`src/rtl/button_bank.sv`:
```
// Multi-channel button conditioner: per-channel synchroniser, debounce FSM, long-press and release detection.
// Optional auto-repeat in the LONG state is enabled by defining BUTTON_BANK_REPEAT_EN.
module button_bank #(
  parameter int N_CH         = 4,
  parameter int DEBOUNCE_CYC = 16,
  parameter int LONG_CYC     = 1000,
  parameter int REPEAT_CYC   = 100,
  parameter bit ACTIVE_LOW   = 1'b1
) (
  input  logic            i_clk,
  input  logic            i_rst,
  input  logic [N_CH-1:0] i_button,
  output logic [N_CH-1:0] o_level,
  output logic [N_CH-1:0] o_press,
  output logic [N_CH-1:0] o_release,
  output logic [N_CH-1:0] o_long
);

  localparam int MAX_AB  = (DEBOUNCE_CYC > LONG_CYC) ? DEBOUNCE_CYC : LONG_CYC;
  localparam int MAX_CYC = (MAX_AB > REPEAT_CYC) ? MAX_AB : REPEAT_CYC;
  localparam int CW      = $clog2(MAX_CYC + 1);

  localparam logic [CW-1:0] DB_LAST   = CW'(DEBOUNCE_CYC - 1);
  localparam logic [CW-1:0] HOLD_LAST = CW'(LONG_CYC - 1);
`ifdef BUTTON_BANK_REPEAT_EN
  localparam logic [CW-1:0] REP_LAST  = CW'(REPEAT_CYC - 1);
`endif

  typedef enum logic [2:0] {
    ST_IDLE  = 3'd0,
    ST_DB_DN = 3'd1,
    ST_HELD  = 3'd2,
    ST_LONG  = 3'd3,
    ST_DB_UP = 3'd4
  } state_e;

  function automatic logic [CW-1:0] sat_inc(input logic [CW-1:0] c);
    return (c == {CW{1'b1}}) ? c : c + 1'b1;
  endfunction

  for (genvar g = 0; g < N_CH; g++) begin : g_ch
    logic          sync1_q, sync2_q;
    logic          active;
    state_e        state_q, state_d;
    logic [CW-1:0] db_q, db_d;
    logic [CW-1:0] hold_q, hold_d;
    logic          long_done_q, long_done_d;
    // Events are captured one cycle, then presented on the outputs the next,
    // so the pulses line up with o_level tracking the registered state.
    logic          press_pend_q, press_pend_d;
    logic          release_pend_q, release_pend_d;
    logic          long_pend_q, long_pend_d;
    logic          level_q, level_d;
    logic          press_q, release_q, long_q;
`ifdef BUTTON_BANK_REPEAT_EN
    logic [CW-1:0] rep_q, rep_d;
`endif

    always_ff @(posedge i_clk or posedge i_rst) begin
      if (i_rst) begin
        sync1_q <= ACTIVE_LOW;
        sync2_q <= ACTIVE_LOW;
      end else begin
        sync1_q <= i_button[g];
        sync2_q <= sync1_q;
      end
    end

    assign active = sync2_q ^ ACTIVE_LOW;

    always_comb begin
      state_d        = state_q;
      db_d           = db_q;
      hold_d         = hold_q;
      long_done_d    = long_done_q;
      press_pend_d   = 1'b0;
      release_pend_d = 1'b0;
      long_pend_d    = 1'b0;
`ifdef BUTTON_BANK_REPEAT_EN
      rep_d          = rep_q;
`endif
      unique case (state_q)
        ST_IDLE: begin
          if (active) begin
            state_d = ST_DB_DN;
            db_d    = '0;
          end
        end
        ST_DB_DN: begin
          if (!active) begin
            state_d = ST_IDLE;
          end else if (db_q == DB_LAST) begin
            state_d      = ST_HELD;
            hold_d       = '0;
            long_done_d  = 1'b0;
            press_pend_d = 1'b1;
          end else begin
            db_d = sat_inc(db_q);
          end
        end
        ST_HELD: begin
          if (!active) begin
            state_d = ST_DB_UP;
            db_d    = '0;
          end else if (hold_q == HOLD_LAST) begin
            state_d     = ST_LONG;
            long_done_d = 1'b1;
            long_pend_d = 1'b1;
`ifdef BUTTON_BANK_REPEAT_EN
            rep_d       = '0;
`endif
          end else begin
            hold_d = sat_inc(hold_q);
          end
        end
        ST_LONG: begin
          if (!active) begin
            state_d = ST_DB_UP;
            db_d    = '0;
          end
`ifdef BUTTON_BANK_REPEAT_EN
          else if (rep_q == REP_LAST) begin
            rep_d        = '0;
            press_pend_d = 1'b1;
          end else begin
            rep_d = sat_inc(rep_q);
          end
`endif
        end
        ST_DB_UP: begin
          // A bounce back to pressed resumes where the press left off.
          if (active) begin
            state_d = long_done_q ? ST_LONG : ST_HELD;
          end else if (db_q == DB_LAST) begin
            state_d        = ST_IDLE;
            release_pend_d = 1'b1;
          end else begin
            db_d = sat_inc(db_q);
          end
        end
        default: state_d = ST_IDLE;
      endcase
      level_d = (state_q == ST_HELD) || (state_q == ST_LONG) || (state_q == ST_DB_UP);
    end

    always_ff @(posedge i_clk or posedge i_rst) begin
      if (i_rst) begin
        state_q        <= ST_IDLE;
        db_q           <= '0;
        hold_q         <= '0;
        long_done_q    <= 1'b0;
        press_pend_q   <= 1'b0;
        release_pend_q <= 1'b0;
        long_pend_q    <= 1'b0;
        level_q        <= 1'b0;
        press_q        <= 1'b0;
        release_q      <= 1'b0;
        long_q         <= 1'b0;
`ifdef BUTTON_BANK_REPEAT_EN
        rep_q          <= '0;
`endif
      end else begin
        state_q        <= state_d;
        db_q           <= db_d;
        hold_q         <= hold_d;
        long_done_q    <= long_done_d;
        press_pend_q   <= press_pend_d;
        release_pend_q <= release_pend_d;
        long_pend_q    <= long_pend_d;
        level_q        <= level_d;
        press_q        <= press_pend_q;
        release_q      <= release_pend_q;
        long_q         <= long_pend_q;
`ifdef BUTTON_BANK_REPEAT_EN
        rep_q          <= rep_d;
`endif
      end
    end

    assign o_level[g]   = level_q;
    assign o_press[g]   = press_q;
    assign o_release[g] = release_q;
    assign o_long[g]    = long_q;
  end

endmodule

```
`config.mk`:
```
export PLATFORM = sky130hd
export DESIGN_NAME = button_bank
export DESIGN_NICKNAME = d
export VERILOG_FILES = /design/src/rtl/button_bank.sv
export SDC_FILE = /design/constraint.sdc
export NUM_CORES = 1
export LEC_CHECK = 0
export CORE_MARGIN = 10
export CORE_UTILIZATION = 60
export CTS_CLUSTER_DIAMETER = 200
export DETAILED_ROUTE_END_ITERATION = 8
export GPL_TIMING_DRIVEN = 0
export PLACE_DENSITY = 0.82
export SLEW_MARGIN = 5
export SYNTH_ARGS = -nofsm -noshare
export SYNTH_HDL_FRONTEND = slang
export SYNTH_SLANG_ARGS = --single-unit
```
`constraint.sdc`:
```
create_clock -name i_clk -period 6.5 [get_ports i_clk]
set_input_delay 1.95 -clock i_clk [delete_from_list [all_inputs] [get_ports i_clk]]
set_output_delay 1.95 -clock i_clk [all_outputs]
set_load 0.02 [all_outputs]
```
-- After elaboration in Yosys (flattened, before gate mapping)
Cells that the tools add are included.
- add/sub/neg operators: 8
- $mul: 0
- divide/modulo/power cells: 0
- order comparisons: 0
- equality and inequality tests: 84
- shift-type cells: 0
- multiplexer cells: 144
- bitwise gates (word level): 0
- reduce and logical (&&, ||, !) cells: 40
- operator list (kind ; count):
    2-to-1 mux 10 bit ; 44
    one-hot mux 10 bit (4 select lines) ; 4
    == test 10 bit, second input constant ; 12
    2-to-1 mux 3 bit ; 32
    adder 10 x 1 -> 10 bit, second input constant ; 8
    one-hot mux 10 bit (2 select lines) ; 4
    inequality test 2 bit, second input constant ; 36
    one-hot mux 3 bit (5 select lines) ; 4
    AND reduction 5 bit ; 12
    2-to-1 mux 1 bit ; 52
    == test 10 x 4 -> 1 bit, second input constant ; 4
    inequality test 3 bit, second input constant ; 12
    == test 3 x 2 -> 1 bit, second input constant ; 8
    AND reduction 6 bit ; 4
    nonzero test 4 bit ; 4
    == test 3 x 1 -> 1 bit, second input constant ; 4
    == test 3 bit, second input constant ; 4
    logical NOT 3 bit ; 4
    logical OR 1 bit ; 8
    inequality test 2 x 1 -> 1 bit, second input constant ; 4
    one-hot mux 1 bit (2 select lines) ; 4
    nonzero test 2 bit ; 4
    OR reduction 2 bit ; 4
- bits in registers: 132
- latch bits: 0
- memory bits (writable): 0
- ROM bits: 0
- input bits: 6
- output and inout bits: 16
- logic and storage cells: 328
- memories kept: 0

-- Logic depth before layout (Yosys ltp)
Gate-level depths: netlist of the first run.
- word-level depth: 5
- gate-level depth with buffers: 8
- gate-level depth less buffers: 6

-- Least setup slack after synthesis of the first run
Ideal clock, no wire load.
- path kind: register to output
- from: register g_ch[0].level_q
- to: output port o_level[0]
- arrival: 482 ps
- data required time: 4550 ps
- setup slack: 4068 ps
- cell stages (with the launch flop): 2
- buffers on the path: 1
- path through: dfrtp_1 buf_4
- RTL lines (item ; line ; RTL):
    start, declared ; 53 ; logic level_q, level_d;
    start signal, assigned ; 170 ; level_q <= level_d;
    end, declared ; 13 ; output logic [N_CH-1:0] o_level,
No word-level cell between the ends.

-- Worst setup path in the final report of the first run
- from: register g_ch[3].press_q
- to: output port o_press[3]
- RTL lines (item ; line ; RTL):
    start, declared ; 54 ; logic press_q, release_q, long_q;
    start signal, assigned ; 171 ; press_q <= press_pend_q;
    end, declared ; 14 ; output logic [N_CH-1:0] o_press,
No word-level cell between the ends.

==> impl_metrics.py, run 1 <==
metrics = {
    "timing": {
        "finalSetupTns_ps": 0,
        "worst_clock_skew_ps": 5.89,
        "finalSetupViolCount": 0,
        "tightest_slew_ps": 689,
        "worst_slack_ps": 3110,
        "maxSlewViolCount": 0,
        "fin_crit_sh_pct": 52.1,
        "hold_violations": 0,
        "rsz0062_at_grt": "false",
        "maxSlewHeadroom_pct": 52.9,
        "fmax_mhz": 295,
        "min_period_ps": 3390,
        "fin_hold_ws_ps": 345,
    },
    "floorplan": {
        "dieArea_sq_um": 15900,
        "initial_core_util_pct": 61.6,
        "die_h_um": 126,
        "io_pins": 22,
        "core_area_sq_um": 10900,
        "die_w_um": 126,
        "fp-row-count": 38,
    },
    "yosys": {
        "synth_seq_area_share_pct": 49.2,
        "syn_nets": 731,
        "syn_inst": 717,
        "syn_area_per_cell_sq_um": 9.40,
        "yosysWarnings": 0,
        "synth.ff_latch_count": 132,
        "synth_flop_cell": "dfrtp_1",
        "synth_area_sq_um": 6740,
        "synth_edf_count": 0,
        "synth.distinct_cells": 61,
        "synthArstFlopShare_pct": 100,
    },
    "global_route": {
        "grt_remaining_overflow": 0,
        "antenna_found_initial": 0,
        "grt_pass1_vias": 5570,
        "grt_pass1_wl_um": 24400,
        "grt_use_total_pct": 17.8,
        "grt_max_degree": 90,
    },
    "detailed_routing": {
        "wirelength_um": 14200,
        "avgViaCountPerCell": 6.23,
        "wire_per_inst_um": 15.5,
        "drtAntennaViolNets": 0,
        "vias": 5674,
        "route.detailed.drc": 0,
        "drtIter0Drc": 538,
        "drtPass1Iterations": 5,
    },
    "setup_path": {
        "required_ps": 4550,
        "criticalPathCategory": "register to output port",
        "crit_path_max_fanout": 1,
        "cp.arrival_ps": 1440,
        "rrSetupSlack_ps": 3790,
        "endpoint_kind": "output port",
        "critPathLaunchType": "register",
    },
    "power": {
        "ir_drop_mv": 0.207,
        "power.density_nw_per_um2": 257,
        "cellLeakagePower_nw": 3.40,
    },
    "cts": {
        "cts_made_buffers": 17,
        "tritoncts": "yes",
        "cts.sink_count": 132,
        "root_buffer": "clkbuf_16",
        "cts.repair.resized": 0,
        "hold_buffers": 0,
        "h-tree-depth": 4,
        "path_clk_slew_ps": 50,
        "post_cts_buffers": 0,
        "clk_path_buf_depth": 2,
        "clk_latency_ps": 420,
    },
    "placement": {
        "pre_cts_slack_ps": 3310,
        "port_buffers": 21,
        "routabilityCongestion": 0.880,
        "hpwl_um": 9240,
    },
    "hold_path": {
        "hold_class": "register to register",
    },
    "outcome": {
        "outcome": "complete, no violations",
    },
    "job": {
        "drv_cap": 0,
    },
    "cells_and_area": {
        "drive_above_1_share_pct": 10.1,
        "antennaDiodeCount": 0,
        "fin_nets": 772,
        "area_delta_synth_final_pct": 15.8,
    },
}
power breakdown:
group | switching (mW) | leakage (nW) | internal [mW] | total [mW]
Combinational | 0.0745 | 1.28 | 0.0373 | 0.112
Clock | 0.342 | 0.319 | 0.690 | 1.03
Sequential | 0.0173 | 1.80 | 0.843 | 0.860
cells in the mapped netlist, types with 2 or more instances:
cell | number | area [sq um]
dfrtp_1 | 124 | 3100
nand2_1 | 69 | 259
o21ai_0 | 55 | 275
nor2_1 | 52 | 195
a21oi_1 | 41 | 205
nand3_1 | 38 | 190
clkbuf_1 | 25 | 93.8
and3_1 | 18 | 113
inv_1 | 17 | 63.8
o31ai_1 | 17 | 128
buf_4 | 16 | 120
o211ai_1 | 16 | 120
nor3_1 | 15 | 75.1
or3_1 | 15 | 93.8
or4_1 | 15 | 113
a31oi_1 | 14 | 87.6
nand2b_1 | 13 | 81.3
nand4_1 | 13 | 81.3
or2_2 | 11 | 68.8
and2_1 | 8 | 50.1
dfstp_2 | 8 | 210
ha_1 | 8 | 100
nor4_1 | 8 | 50.1
o21a_1 | 8 | 60.1
a21o_1 | 7 | 52.6
xor2_1 | 7 | 61.3
mux2i_1 | 6 | 60.1
o41ai_1 | 6 | 52.6
o311ai_0 | 5 | 43.8
a22o_1 | 4 | 35.0
a41oi_1 | 4 | 35.0
mux2_2 | 4 | 45.0
nand3b_1 | 4 | 30.0
and4_1 | 3 | 26.3
nor2b_1 | 3 | 18.8
nor3b_1 | 3 | 22.5
nor4b_1 | 3 | 26.3
o2bb2ai_1 | 3 | 26.3
or4b_2 | 3 | 30.0
xnor2_1 | 3 | 26.3
a41o_1 | 2 | 20.0
buf_1 | 2 | 7.51
o21bai_1 | 2 | 15.0
o31a_1 | 2 | 17.5
cell usage in the layout, fill, tap and decap left out, types with 8 or more instances in the layout:
cell / count
o21ai_0: 55
and3_1: 18
nand3_1: 38
nor2_1: 52
a21oi_1: 41
and2_1: 8
a31oi_1: 14
inv_1: 16
buf_4: 16
nor3_1: 15
or3_1: 15
clkdlybuf4s50_1: 21
o31ai_1: 17
o211ai_1: 16
nand2b_1: 13
dfstp_2: 8
clkbuf_16: 17
nor4_1: 8
or2_2: 11
or4_1: 15
o21a_1: 8
dfrtp_1: 124
clkbuf_1: 26
nand4_1: 13
ha_1: 8
nand2_1: 69
metal layers:
layer | part of all wire, % | GRT usage (%) | vias to the layer above | wire [um]
li1 | - | - | 2728 | -
met1 | 44 | 20.8 | 2765 | 6180
met2 | 50 | 30.2 | 147 | 7080
met3 | 4.3 | 5.16 | 34 | 607
met4 | 2.0 | 6.97 | 0 | 290
met5 | 0 | 0 | - | 0
state kept, by name (all words and copies together) (netlist names):
register	count
g_ch.press_q	4
g_ch.release_pend_q	4
g_ch.long_q	4
g_ch.db_q	40
g_ch.sync1_q	4
g_ch.hold_q	40
g_ch.sync2_q	4
g_ch.state_q	12
g_ch.long_pend_q	4
g_ch.press_pend_q	4
g_ch.level_q	4
g_ch.long_done_q	4
g_ch.release_q	4
cells by family after synthesis:
logic type | count (synthesis) | share of synthesized area, %
AO/OA/AOI/OAI | 195 | 18.5
XOR/XNOR | 10 | 1.30
adder cells (fa/ha/maj) | 8 | 1.49
buffers and inverters | 61 | 4.31
flip-flops | 132 | 49.2
multiplexers | 10 | 1.56
AND/OR/NAND/NOR | 301 | 23.7
worst max-delay path, cell delays in order, from the launching register on:
cell,delay [ps]
dfrtp_1,360
buf_4,120
clkdlybuf4s50_1,540
final timing paths:
| check | from | endpoint | cells after the start |
|---|---|---|---|
| worst max-delay path | g_ch[3].press_q$_DFF_PP0_ | o_press[3] | 2 |
| worst min-delay path | g_ch[3].long_pend_q$_DFF_PP0_ | g_ch[3].long_q$_DFF_PP0_ | 0 |
| worst max register to register | g_ch[2].db_q[7]$_DFFE_PP0P_ | g_ch[2].hold_q[5]$_DFFE_PP0P_ | 5 |
| worst min register to register | g_ch[3].long_pend_q$_DFF_PP0_ | g_ch[3].long_q$_DFF_PP0_ | 0 |
| max in group asynchronous | i_rst | g_ch[1].sync1_q$_DFF_PP1_ | 3 |
| min in group asynchronous | i_rst | g_ch[0].hold_q[0]$_DFFE_PP0P_ | 2 |
per-stage QoR:
step                      instances  utilization (%)  power [mW]  instance area (sq um)
final                           911             71.3        2.00                   7800
after global routing            911             71.3        2.07                   7800
after global placement          878             65.1       0.976                   7120
after detailed placement        879             65.4       0.985                   7160
after CTS                       911             71.3        2.02                   7800
after floorplan                 717                -       0.953                   6740
final cells by class:
type                    count  area, sq um
flip-flops and latches    132         3310
clock inverters             9          148
repair buffers             22          238
fillers                   793         3130
well taps                 140          175
plain buffers              44          226
clock buffers              23          498
multi-input cells         524         3130
inverters                  17         68.8
(Power assumes the default switching activity.)
==> run 2: changes to the inputs <==
--- a/config.mk
+++ b/config.mk
@@ -6,11 +6,11 @@
 export NUM_CORES = 1
 export LEC_CHECK = 0
 export CORE_MARGIN = 10
-export CORE_UTILIZATION = 60
+export CORE_UTILIZATION = 56
 export CTS_CLUSTER_DIAMETER = 200
 export DETAILED_ROUTE_END_ITERATION = 8
 export GPL_TIMING_DRIVEN = 0
-export PLACE_DENSITY = 0.82
+export PLACE_DENSITY = 0.81
 export SLEW_MARGIN = 5
 export SYNTH_ARGS = -nofsm -noshare
 export SYNTH_HDL_FRONTEND = slang
==> constraint.sdc (replaced) <==
create_clock -name i_clk -period 2.8 [get_ports i_clk]
set_input_delay 0.84 -clock i_clk [delete_from_list [all_inputs] [get_ports i_clk]]
set_output_delay 0.84 -clock i_clk [all_outputs]
set_load 0.02 [all_outputs]
==> impl_metrics.py, run 2 (synthesis gave the netlist of run 1 again) <==
metrics = {
    "timing": {
        "rsz0062_at_grt": "false",
        "finalSetupViolCount": 0,
        "worst_clock_skew_ps": 7.15,
        "fin_hold_ws_ps": 346,
        "min_period_ps": 2520,
        "maxSlewViolCount": 0,
        "hold_violations": 0,
        "finalSetupTns_ps": 0,
        "fin_crit_sh_pct": 90.1,
        "fmax_mhz": 397,
        "tightest_slew_ps": 821,
        "maxSlewHeadroom_pct": 45.2,
    },
    "power": {
        "ir_drop_mv": 0.372,
        "finalPower_mw": 4.39,
        "cellLeakagePower_nw": 3.37,
        "power.density_nw_per_um2": 565,
    },
    "global_route": {
        "grt_pass1_wl_um": 24000,
        "grt_use_total_pct": 17.2,
        "antenna_found_initial": 0,
        "grt_pass1_vias": 5413,
        "grt_max_degree": 39,
        "grt_remaining_overflow": 0,
    },
    "cells_and_area": {
        "antennaDiodeCount": 0,
        "instances_no_fill": 920,
        "area_delta_synth_final_pct": 15.4,
        "final_common_cell": "dfrtp_1",
        "mostFrequentLayoutCells": "dfrtp_1, nand2_1, o21ai_0",
        "reg_top3": "g_ch.db_q x40, g_ch.hold_q x40, g_ch.state_q x12",
        "drive_above_1_share_pct": 9.96,
        "fin_nets": 774,
    },
    "setup_path": {
        "crit_path_max_fanout": 10,
        "cp.arrival_ps": 2810,
        "required_ps": 3090,
        "endpoint_kind": "register",
        "criticalPathCategory": "register to register",
        "critPathLaunchType": "register",
    },
    "placement": {
        "hpwl_um": 9380,
        "port_buffers": 21,
        "place_inst": 888,
        "routabilityCongestion": 0.878,
    },
    "detailed_routing": {
        "drtIter0Drc": 587,
        "drtAntennaViolNets": 0,
        "drtPass1Iterations": 5,
        "wire_per_inst_um": 14.9,
        "route.detailed.drc": 0,
        "avgViaCountPerCell": 6.11,
        "vias": 5620,
        "wirelength_um": 13700,
    },
    "floorplan": {
        "initial_core_util_pct": 56.6,
        "core_area_sq_um": 11900,
        "fp-row-count": 40,
        "io_pins": 22,
        "die_w_um": 130,
        "die_h_um": 130,
        "dieArea_sq_um": 16800,
    },
    "cts": {
        "root_buffer": "clkbuf_16",
        "cts_made_buffers": 17,
        "clk_path_buf_depth": 2,
        "clk_latency_ps": 420,
        "h-tree-depth": 4,
        "cts.sink_count": 132,
        "path_clk_slew_ps": 60,
        "post_cts_buffers": 0,
        "tritoncts": "yes",
    },
    "outcome": {
        "outcome": "complete, no violations",
    },
    "job": {
        "drv_cap": 0,
    },
    "hold_path": {
        "hold_class": "register to register",
    },
}
-- run 2: metal layers --
layer  wire (um)  track usage, %  share of wire (%)
met1        6020            20.5                 44
met2        6980            29.1                 51
met3         553            4.30                4.0
met4         183            7.01                1.3
met5           0               0                  0
-- run 2: final timing paths --
kind                                                      end  slack [ps]  cells past startpoint                           start
max in group asynchronous           g_ch[1].sync2_q$_DFF_PP1_         950                      4                           i_rst
worst max register to register  g_ch[3].hold_q[7]$_DFFE_PP0P_         280                      8  g_ch[3].state_q[1]$_DFFE_PP0P_
worst min-delay path                g_ch[3].press_q$_DFF_PP0_         350                      0  g_ch[3].press_pend_q$_DFF_PP0_
worst max-delay path            g_ch[3].hold_q[7]$_DFFE_PP0P_         280                      8  g_ch[3].state_q[1]$_DFFE_PP0P_
min in group asynchronous         g_ch[0].db_q[3]$_DFFE_PP0P_         930                      2                           i_rst
worst min register to register      g_ch[3].press_q$_DFF_PP0_         350                      0  g_ch[3].press_pend_q$_DFF_PP0_
-- run 2: final cells by class --
type	instances	area, sq um
multi-input combinational	524	3140
fill	914	4140
clock inverter	4	45.0
inverter	17	67.6
tap	147	184
buffer	44	226
timing repair buffer	24	270
clock buffer	28	527
sequential	132	3310
-- run 2: worst max-delay path, cell delays in order, from the launching register on --
cell and delay [ps]:
dfrtp_1 370, clkbuf_1 350, nor4b_1 460, o31a_1 210, clkbuf_1 360, a21oi_1 110, clkbuf_1 240, o21ai_0 190
o21ai_0 100
-- run 2: repair_timing --
| action | CTS | global route |
|---|---|---|
| endpoints found under the setup margin | 0 | 4 |
| hold buffers | 0 | 0 |
| resized for setup | 0 | 2 |
-- run 2: power by group --
| group | switching, mW | internal, mW | leakage, nW |
|---|---|---|---|
| combinational | 0.171 | 0.0905 | 1.29 |
| sequential | 0.0402 | 1.96 | 1.80 |
| clock | 0.774 | 1.36 | 0.284 |
-- run 2: metrics by stage --
step	util, %	area, sq um	setup slack (ps)
final	65.3	7770	278
after CTS	65.2	7770	218
after detailed placement	60.4	7200	251
after global placement	59.9	7140	-780
after floorplan	-	6740	329
after global routing	65.3	7770	90.4
